===== src/rtl/cpu_pkg.sv =====
// Shared fetch-stage types: PC width, 2-bit counter encodings and BTB entry layout.
// Latency: n/a (types and one pure helper function only).
// Backpressure: n/a.
package cpu_pkg;

  localparam int XLEN = 32;

  // 2-bit saturating direction counter; bit 1 is the predicted direction.
  typedef enum logic [1:0] {
    SNT = 2'd0,
    WNT = 2'd1,
    WT  = 2'd2,
    ST  = 2'd3
  } ctr_e;

  // Tag is kept XLEN wide and holds pc >> (IDX_W+2); the upper IDX_W+2 bits
  // are therefore always zero and drop out in synthesis. This keeps the entry
  // layout independent of the BTB depth.
  typedef struct packed {
    logic            valid;
    logic [XLEN-1:0] tag;
    logic [XLEN-1:0] target;
    ctr_e            ctr;
  } btb_entry_t;

  // Saturating step of the direction counter towards the resolved outcome.
  function automatic ctr_e ctr_step(input ctr_e cur, input logic taken);
    logic [1:0] v;
    v = cur;
    if (taken && (v != 2'd3)) begin
      v = v + 2'd1;
    end else if (!taken && (v != 2'd0)) begin
      v = v - 2'd1;
    end
    return ctr_e'(v);
  endfunction

endpackage


===== src/rtl/btb.sv =====
// Direct-mapped branch target buffer with one combinational lookup port and one synchronous update port.
// Latency: lookup is combinational from stored state; an update is visible from the cycle after its write edge.
// Backpressure: none; an update presented with i_wr_en is always absorbed at the next edge.
//
// Ports:
//   clk, rst_n              clock, synchronous active-low reset (clears every valid bit)
//   i_rd_pc                 fetch PC to look up
//   o_rd_hit                valid entry with matching tag at i_rd_pc
//   o_rd_taken              o_rd_hit and counter predicts taken
//   o_rd_target             stored target of the hitting entry (meaningful only when o_rd_hit)
//   i_wr_en                 resolved branch/jal from EX (never jalr)
//   i_wr_pc                 PC of that instruction
//   i_wr_taken              resolved direction
//   i_wr_is_jal             selects strongly-taken initial counter on allocation
//   i_wr_target             resolved target
module btb #(
  parameter int XLEN    = cpu_pkg::XLEN,
  parameter int ENTRIES = 16
) (
  input  logic            clk,
  input  logic            rst_n,
  input  logic [XLEN-1:0] i_rd_pc,
  output logic            o_rd_hit,
  output logic            o_rd_taken,
  output logic [XLEN-1:0] o_rd_target,
  input  logic            i_wr_en,
  input  logic [XLEN-1:0] i_wr_pc,
  input  logic            i_wr_taken,
  input  logic            i_wr_is_jal,
  input  logic [XLEN-1:0] i_wr_target
);
  import cpu_pkg::*;

  localparam int IDX_W = $clog2(ENTRIES);

  btb_entry_t r_mem [ENTRIES];

  // ---------------- lookup port ----------------
  logic [IDX_W-1:0] w_rd_idx;
  logic [XLEN-1:0]  w_rd_tag;
  btb_entry_t       w_rd_ent;

  assign w_rd_idx    = i_rd_pc[IDX_W+1:2];
  assign w_rd_tag    = i_rd_pc >> (IDX_W + 2);
  assign w_rd_ent    = r_mem[w_rd_idx];
  assign o_rd_hit    = w_rd_ent.valid && (w_rd_ent.tag == w_rd_tag);
  assign o_rd_taken  = o_rd_hit && w_rd_ent.ctr[1];
  assign o_rd_target = w_rd_ent.target;

  // ---------------- update port ----------------
  logic [IDX_W-1:0] w_wr_idx;
  logic [XLEN-1:0]  w_wr_tag;
  btb_entry_t       w_wr_ent;
  logic             w_wr_hit;
  btb_entry_t       w_wr_new;
  logic             w_wr_do;

  assign w_wr_idx = i_wr_pc[IDX_W+1:2];
  assign w_wr_tag = i_wr_pc >> (IDX_W + 2);
  assign w_wr_ent = r_mem[w_wr_idx];
  assign w_wr_hit = w_wr_ent.valid && (w_wr_ent.tag == w_wr_tag);

  always_comb begin
    w_wr_new = w_wr_ent;
    w_wr_do  = 1'b0;
    if (i_wr_en) begin
      if (w_wr_hit) begin
        // Train the existing entry; a not-taken outcome keeps the old target
        // so a later taken prediction still has a useful address.
        w_wr_do      = 1'b1;
        w_wr_new.ctr = ctr_step(w_wr_ent.ctr, i_wr_taken);
        if (i_wr_taken) begin
          w_wr_new.target = i_wr_target;
        end
      end else if (i_wr_taken) begin
        // Allocate over whatever aliased entry lives at this index.
        w_wr_do         = 1'b1;
        w_wr_new.valid  = 1'b1;
        w_wr_new.tag    = w_wr_tag;
        w_wr_new.target = i_wr_target;
        w_wr_new.ctr    = i_wr_is_jal ? ST : WT;
      end
    end
  end

  // Only valid bits are reset; tag/target/counter of an invalid entry are never looked at.
  always_ff @(posedge clk) begin
    if (!rst_n) begin
      for (int i = 0; i < ENTRIES; i++) begin
        r_mem[i].valid <= 1'b0;
      end
    end else if (w_wr_do) begin
      r_mem[w_wr_idx] <= w_wr_new;
    end
  end

endmodule


===== src/rtl/next_pc_predictor.sv =====
// Fetch PC register with BTB-based next-PC prediction, EX misprediction redirect/flush and halt-address parking.
// Latency: pc_o registered (one edge per step); pred_*, flush_o, halted_o combinational from state and EX inputs.
// Backpressure: stall_i holds the PC; a mispredict redirect overrides stall and halt.
//
// Ports:
//   clk, rst_n                               clock, synchronous active-low reset
//   stall_i                                  hold PC (IF/ID stall)
//   pc_o                                     current fetch PC
//   pred_taken_o, pred_target_o              prediction for pc_o, carried down the pipe
//   ex_valid_i, ex_pc_i                      valid control-flow instruction in EX and its PC
//   ex_is_branch_i/ex_is_jal_i/ex_is_jalr_i  one-hot instruction class
//   ex_taken_i, ex_target_i                  resolved direction and target
//   ex_pred_taken_i, ex_pred_target_i        prediction made at fetch for that instruction
//   flush_o                                  kill IF/ID and ID/EX (high in the mispredict cycle)
//   halted_o                                 fetch parked at HALT_PC
module next_pc_predictor #(
  parameter int              XLEN        = cpu_pkg::XLEN,
  parameter int              BTB_ENTRIES = 16,
  parameter logic [XLEN-1:0] RESET_PC    = '0,
  parameter bit              HALT_EN     = 1'b1,
  parameter logic [XLEN-1:0] HALT_PC     = 'h94
) (
  input  logic            clk,
  input  logic            rst_n,
  input  logic            stall_i,
  output logic [XLEN-1:0] pc_o,
  output logic            pred_taken_o,
  output logic [XLEN-1:0] pred_target_o,
  input  logic            ex_valid_i,
  input  logic [XLEN-1:0] ex_pc_i,
  input  logic            ex_is_branch_i,
  input  logic            ex_is_jal_i,
  input  logic            ex_is_jalr_i,
  input  logic            ex_taken_i,
  input  logic [XLEN-1:0] ex_target_i,
  input  logic            ex_pred_taken_i,
  input  logic [XLEN-1:0] ex_pred_target_i,
  output logic            flush_o,
  output logic            halted_o
);
  import cpu_pkg::*;

  localparam logic [XLEN-1:0] PC_STEP = 'd4;

  logic [XLEN-1:0] r_pc;

  logic [XLEN-1:0] w_pc_plus4;
  logic [XLEN-1:0] w_ex_pc_plus4;
  logic            w_btb_hit;
  logic            w_btb_taken;
  logic [XLEN-1:0] w_btb_target;
  logic            w_btb_wr_en;
  logic            w_mispredict;
  logic [XLEN-1:0] w_redirect_pc;
  logic [XLEN-1:0] w_next_pc;

  // Additions wrap modulo 2^XLEN by construction.
  assign w_pc_plus4    = r_pc + PC_STEP;
  assign w_ex_pc_plus4 = ex_pc_i + PC_STEP;

  // jalr targets depend on a register value, so they are never cached.
  assign w_btb_wr_en = ex_valid_i && (ex_is_branch_i || ex_is_jal_i) && !ex_is_jalr_i;

  btb #(
    .XLEN    (XLEN),
    .ENTRIES (BTB_ENTRIES)
  ) u_btb (
    .clk         (clk),
    .rst_n       (rst_n),
    .i_rd_pc     (r_pc),
    .o_rd_hit    (w_btb_hit),
    .o_rd_taken  (w_btb_taken),
    .o_rd_target (w_btb_target),
    .i_wr_en     (w_btb_wr_en),
    .i_wr_pc     (ex_pc_i),
    .i_wr_taken  (ex_taken_i),
    .i_wr_is_jal (ex_is_jal_i),
    .i_wr_target (ex_target_i)
  );

  assign pc_o          = r_pc;
  assign pred_taken_o  = w_btb_taken;
  // A hit predicted not-taken still reports the stored target; the pipe only uses it when taken.
  assign pred_target_o = w_btb_hit ? w_btb_target : w_pc_plus4;

  // The target only matters when the instruction was actually taken.
  assign w_mispredict  = ex_valid_i &&
                         ((ex_taken_i != ex_pred_taken_i) ||
                          (ex_taken_i && (ex_target_i != ex_pred_target_i)));
  assign w_redirect_pc = ex_taken_i ? ex_target_i : w_ex_pc_plus4;
  assign flush_o       = w_mispredict;
  assign halted_o      = HALT_EN && (r_pc == HALT_PC);

  always_comb begin
    w_next_pc = w_pc_plus4;
    if (w_mispredict) begin
      w_next_pc = w_redirect_pc;
    end else if (stall_i || halted_o) begin
      w_next_pc = r_pc;
    end else if (pred_taken_o) begin
      w_next_pc = pred_target_o;
    end
  end

  always_ff @(posedge clk) begin
    if (!rst_n) begin
      r_pc <= RESET_PC;
    end else begin
      r_pc <= w_next_pc;
    end
  end

endmodule


===== config.mk =====
export PLATFORM = sky130hd
export DESIGN_NAME = next_pc_predictor
export DESIGN_NICKNAME = d
export VERILOG_FILES = /design/src/rtl/cpu_pkg.sv /design/src/rtl/btb.sv /design/src/rtl/next_pc_predictor.sv
export SDC_FILE = /design/constraint.sdc
export NUM_CORES = 2
export LEC_CHECK = 0
export CORE_MARGIN = 1
export CORE_UTILIZATION = 40
export CTS_BUF_LIST = sky130_fd_sc_hd__clkbuf_4
export CTS_CLUSTER_DIAMETER = 120
export DETAILED_ROUTE_END_ITERATION = 12
export PLACE_DENSITY = 0.52
export SKIP_LAST_GASP = 1
export SYNTH_ARGS = -nofsm -noshare
export SYNTH_HDL_FRONTEND = slang
export SYNTH_HIERARCHICAL = 1
export SYNTH_SLANG_ARGS = --single-unit

===== constraint.sdc =====
create_clock -name clk -period 21 [get_ports clk]
set_clock_uncertainty 0.1 [all_clocks]
set_input_delay 2.1 -clock clk [delete_from_list [all_inputs] [get_ports clk]]
set_output_delay 2.1 -clock clk [all_outputs]
set_load 0.01 [all_outputs]

## After elaboration in Yosys (flattened, before gate mapping)

Memories as Yosys holds them, arrays and structs flattened. A register that Yosys moved wholly into a read port is not among the register bits.
Index checks and enable logic that the tools add are counted.

| operators by class | value |
|---|---|
| divide/modulo/power cells | 0 |
| equal/unequal tests | 7 |
| reductions and logical operators | 16 |
| add/subtract/negate cells | 4 |
| multipliers | 0 |
| bitwise operators | 0 |
| shifts and indexed selects | 0 |
| mux-type cells | 25 |
| $lt $le $gt $ge | 0 |

Operators by type and width:

| operator | number |
|---|---|
| 67-bit two-way mux | 3 |
| 32-bit two-way mux | 6 |
| 67-bit OR reduction | 1 |
| 32-bit by 3-bit adder with 32-bit output, second input constant | 2 |
| 32-bit by 26-bit equality test with 1-bit output | 2 |
| 34-bit two-way mux | 1 |
| 33-bit two-way mux | 1 |
| 32-bit by 8-bit equality test with 1-bit output, second input constant | 1 |
| 32-bit != test | 1 |
| 4-bit two-way mux | 3 |
| 1-bit logical AND | 9 |
| 1-bit two-way mux | 8 |
| 2-bit two-way mux | 3 |
| 2-bit != test, second input constant | 2 |
| 1-bit logical OR | 3 |
| 2-bit by 1-bit adder with 2-bit output, second input constant | 1 |
| 1-bit logical NOT | 2 |
| 2-bit nonzero test | 1 |
| 2-bit by 1-bit subtractor with 2-bit output, second input constant | 1 |
| 1-bit != test | 1 |

| storage, ports and cells | value |
|---|---|
| memories | 1 |
| output and inout port bits | 67 |
| input bits | 105 |
| bits in latches | 0 |
| logic and storage cells | 54 |
| RAM bits | 1072 |
| flip-flop bits (word level) | 32 |
| bits in read-only memories | 0 |

Memory list:

| memory | words | bits a word | read ports | clocked after memory_dff | write ports | RTL line | RTL |
|---|---|---|---|---|---|---|---|
| u_btb.r_mem | 16 | 67 | 2 | 1 | 16 | btb.sv:36 | `btb_entry_t r_mem [ENTRIES];` |

## Depth between registers and ports, before layout

An unclocked memory read counts as a cell.

| depth | value |
|---|---|
| word-level depth | 10 |
| mapped depth | 20 |
| depth with buffers taken out | 15 |

## By module

The synthesis kept the hierarchy.

By module, submodules not included:

| module | times used | sequential area each (µm²) | area each (µm²) | cells an instance |
|---|---|---|---|---|
| btb | 1 | 32030.7 | 49992.9 | 2358 |
| next_pc_predictor | 1 | 640.6 | 4078.9 | 608 |

## Worst setup path before layout

Ideal clock, no wire load.

| timing path | value |
|---|---|
| kind | input to register |
| from | in ex_pc_i[3] |
| to | mem u_btb/r_mem[1][0] (netlist name), enable pin |
| setup slack | 9.171 ns |
| required time | 20.245 ns |
| arrival | 11.074 ns |
| cell stages on the path | 15 |
| cell sequence | buf_6 > buf_4 > buf_6 > buf_4 > buf_2 > mux4_2 > a22o_1 > nor2_1 > nand4_1 > nor2_1 > o211ai_2 > nor4_4 > nor2_1 > clkbuf_1 > nor4_1 |

RTL lines:

| element | RTL line | RTL |
|---|---|---|
| from (decl) | next_pc_predictor.sv:30 | `input logic [XLEN-1:0] ex_pc_i,` |
| to (decl) | btb.sv:36 |  |

==> out/summary.txt <==
Outcome: complete, but fails checks
Failing checks: DRC
CP Max Fanout: 63
Fill count: 11500
Reg clk slew, reported paths: 60 ps
Most frequent cell after synthesis: edfxtp_1
Int Pwr: 3.77 mW
CTS Sinks: 1104
# rows: 134
M3 GR Usage: 7.11%
1st-iter DRT viols: 4060
CORE AREA: 0.134 mm²
Synth top area share: 58.6%
Drt wl/cell: 34.5 µm
Primary FF master, synth: edfxtp_1
I/O Buffers: 171
Worst setup path end: pred_taken_o
Hold Path Class: flop to flop
Worst r2r path cells: 18
RSZ-0062 raised after global routing: no
Flop2flop setup slack: 11960 ps
Yosys top cell by area: edfxtp_1
Via count: 34000
Logic pwr share: 12.0%
Arrival time of the worst setup path: 9690 ps
RR Startpoint: pc_o[2]$_SDFFE_PN0P_
Setup_tns: 0 ps
FF+latch count, synth: 1104
P per Cell Area: 82.2 mW/mm²
Die footprint: 0.137 mm²
Relative slew slack: 13.5%
Seq pwr share: 49.1%
CP Launch Point: pc_o[2]$_SDFFE_PN0P_
Die Span Y: 370 µm
Met2 usage: 40.5%
Layout cell share with drive strength beyond 1: 35.3%
Max-slew violations: 0
Leakage: 19.4 nW
Gate Count Post-Synth: 2966
CP Launch Type: flop
Sw Ratio: 25.8%
First-pass GRT wire length: 259000 µm
CTS tree: built
Max VDD drop: 0.0549 mV
PostCTS Resize Cnt: 0
Routed Antenna Nets: 0
Initial core utilization: 40.4%
First-pass DRT Iterations: 10
Critical R2R Capture: pc_o[9]$_SDFFE_PN0P_
Met1 Use GR: 38.2%
Inserted Clock Buffers: 321
Least-Margin Pin Slew: 1300 ps
Fin crit period: 11890 ps
Most area-consuming cells after synthesis: edfxtp_1 (59%), mux4_2 (23%), dfxtp_1 (1.8%), mux2i_1 (1.6%), xnor2_1 (1.3%)
Post-CTS setup buffer count: 0
Max clock buf depth: 4
Post-synthesis net count: 3076
Post-Syn Area: 0.0541 mm²
Switch Pwr: 1.31 mW
I/O pins: 172
Sequential fraction of the synthesis area: 60.4%
Yosys warnings: 6
Share of flip-flops with an asynchronous set or reset: 0%
Clock share of power: 38.9%
HPWL after DPL: 113000 µm
Mean Syn Cell Area: 18.2 µm²
Drt via density: 6.36
DRC Markers: 26
Layout area overhead: 14.2%
Fmax: 0.0841 GHz
DIE WIDTH: 370 µm
Final hold vios: 0
Number of synthesized flops with an enable pin: 1056
Largest net degree at the start of global routing: 90
Tot GR Track Use: 27.0%
GR peak layer: met2
Synth cell count leaders: edfxtp_1 (1056), mux4_2 (560), nand2_1 (151)
CP endpoint kind: output port
Final setup viols: 0
Min-Delay Startpoint: u_btb/r_mem[4][66]$_DFF_P_
Synth unique cells: 70
Vias in the first global route: 34800
Initial antenna violation count: 6
Placer Congestion: 0.880
Max-cap violations: 0
Layout Nets: 3448
Root Buffer: clkbuf_4
H-tree Lvls: 5
Clk_lat worst skew: 1270 ps
Wirelength, routed: 184000 µm
Hold buffer count at CTS: 0
GR Overflow Total: 0
Final core occ: 46.2%
Worst EP required: 18800 ps
Crit Path Class: flop to output port
Final period util: 56.6%
-- flip-flops by register name, indices dropped and copies added, names as in the netlist --
name	cells
pc_o	32
u_btb/r_mem	1072
-- stage by stage --
step / worst slack [ps] / hold WS [ps] / std cells / cell area (µm²) / power [mW]
after floorplan: 9170 / 332 / 2966 / 54100 / 2.90
after global placement: 10350 / 359 / 4783 / 57800 / 3.14
after detailed placement: 10250 / 366 / 4783 / 57800 / 3.14
after CTS: 8840 / 382 / 5334 / 61700 / 5.13
after global routing: 8340 / 411 / 5341 / 61800 / 5.27
final: 9110 / 395 / 5342 / 61800 / 5.08
-- placed cells by master (no fill, tap or decap), drive strengths merged, types with 22 or more instances in the layout --
master,netlist,layout
edfxtp,1056,1056
mux4,575,575
clkbuf,104,475
clkdlybuf4s50,0,166
nand2,153,153
buf,110,97
nor2,91,91
mux2i,88,88
xnor2,79,79
xor2,71,71
clkinv,1,68
mux2,67,67
o21ai,66,66
a21oi,55,55
dfxtp,48,48
nor4,44,44
nand3,33,33
o22ai,31,31
a211oi,28,28
nand4,23,23
nor3,22,22
-- kinds of logic (layout without fill, tap and decap cells) --
group                    after synthesis  count (layout)  share of synthesized area (%)
AO/OA/AOI/OAI                        294             294                           3.63
adder cells (fa/ha/maj)                5               5                          0.116
flip-flops                          1104            1104                           60.4
buffers and inverters                229             829                           2.04
multiplexers                         730             730                           27.2
other                                  0               8                              0
AND/OR/NAND/NOR                      454             454                           4.18
XOR/XNOR                             150             150                           2.43
-- final cells by class --
class	count	area (µm²)	share of cell area [%]
flip-flops and latches	1104	32700	52.9
multi-input cells	1633	20400	33.1
clock buffers	475	3570	5.77
repair buffers	263	2430	3.93
well taps	1768	2210	3.58
clock inverters	76	347	0.561
inverters	15	56.3	0.0912
diodes	8	20.0	0.0324
-- critical path: stages, from the launching register on --
cell	delay (ps)
dfxtp_4	630
buf_4	640
buf_4	720
buf_4	830
buf_4	810
mux4_2	590
mux4_2	490
xor2_1	160
nor4_1	360
nand3_1	120
nor3_1	200
nor4b_2	410
buf_4	630
and2_1	640
clkdlybuf4s50_1	920
-- power groups by stage --
stage / Combinational [mW] / Sequential, mW / Clock [mW]
2_1_floorplan: 0.381 / 2.52 / 0
3_3_place_gp: 0.597 / 2.54 / 0
3_5_place_dp: 0.605 / 2.54 / 0
4_1_cts: 0.607 / 2.49 / 2.03
5_1_grt: 0.637 / 2.49 / 2.14
6_report: 0.609 / 2.49 / 1.98
-- worst min-delay path by stage --
| stage | end | slack, ps | cells past startpoint |
|---|---|---|---|
| 2_1_floorplan | u_btb/r_mem[2][66]$_DFF_P_ | 330 | 2 |
| 3_3_place_gp | u_btb/r_mem[2][66]$_DFF_P_ | 360 | 2 |
| 3_5_place_dp | u_btb/r_mem[15][66]$_DFF_P_ | 370 | 2 |
| 4_1_cts | u_btb/r_mem[4][66]$_DFF_P_ | 380 | 2 |
| 5_1_grt | u_btb/r_mem[4][66]$_DFF_P_ | 410 | 2 |
| 6_report | u_btb/r_mem[4][66]$_DFF_P_ | 390 | 2 |
-- layer usage --
metal  vias up  part of all wire [%]
met5         -                     0
met4         0                   2.9
met3       300                    10
met2      2056                    45
met1     18100                    41
li1      13500                     -
No activity file was read; power rests on OpenSTA's default activity.
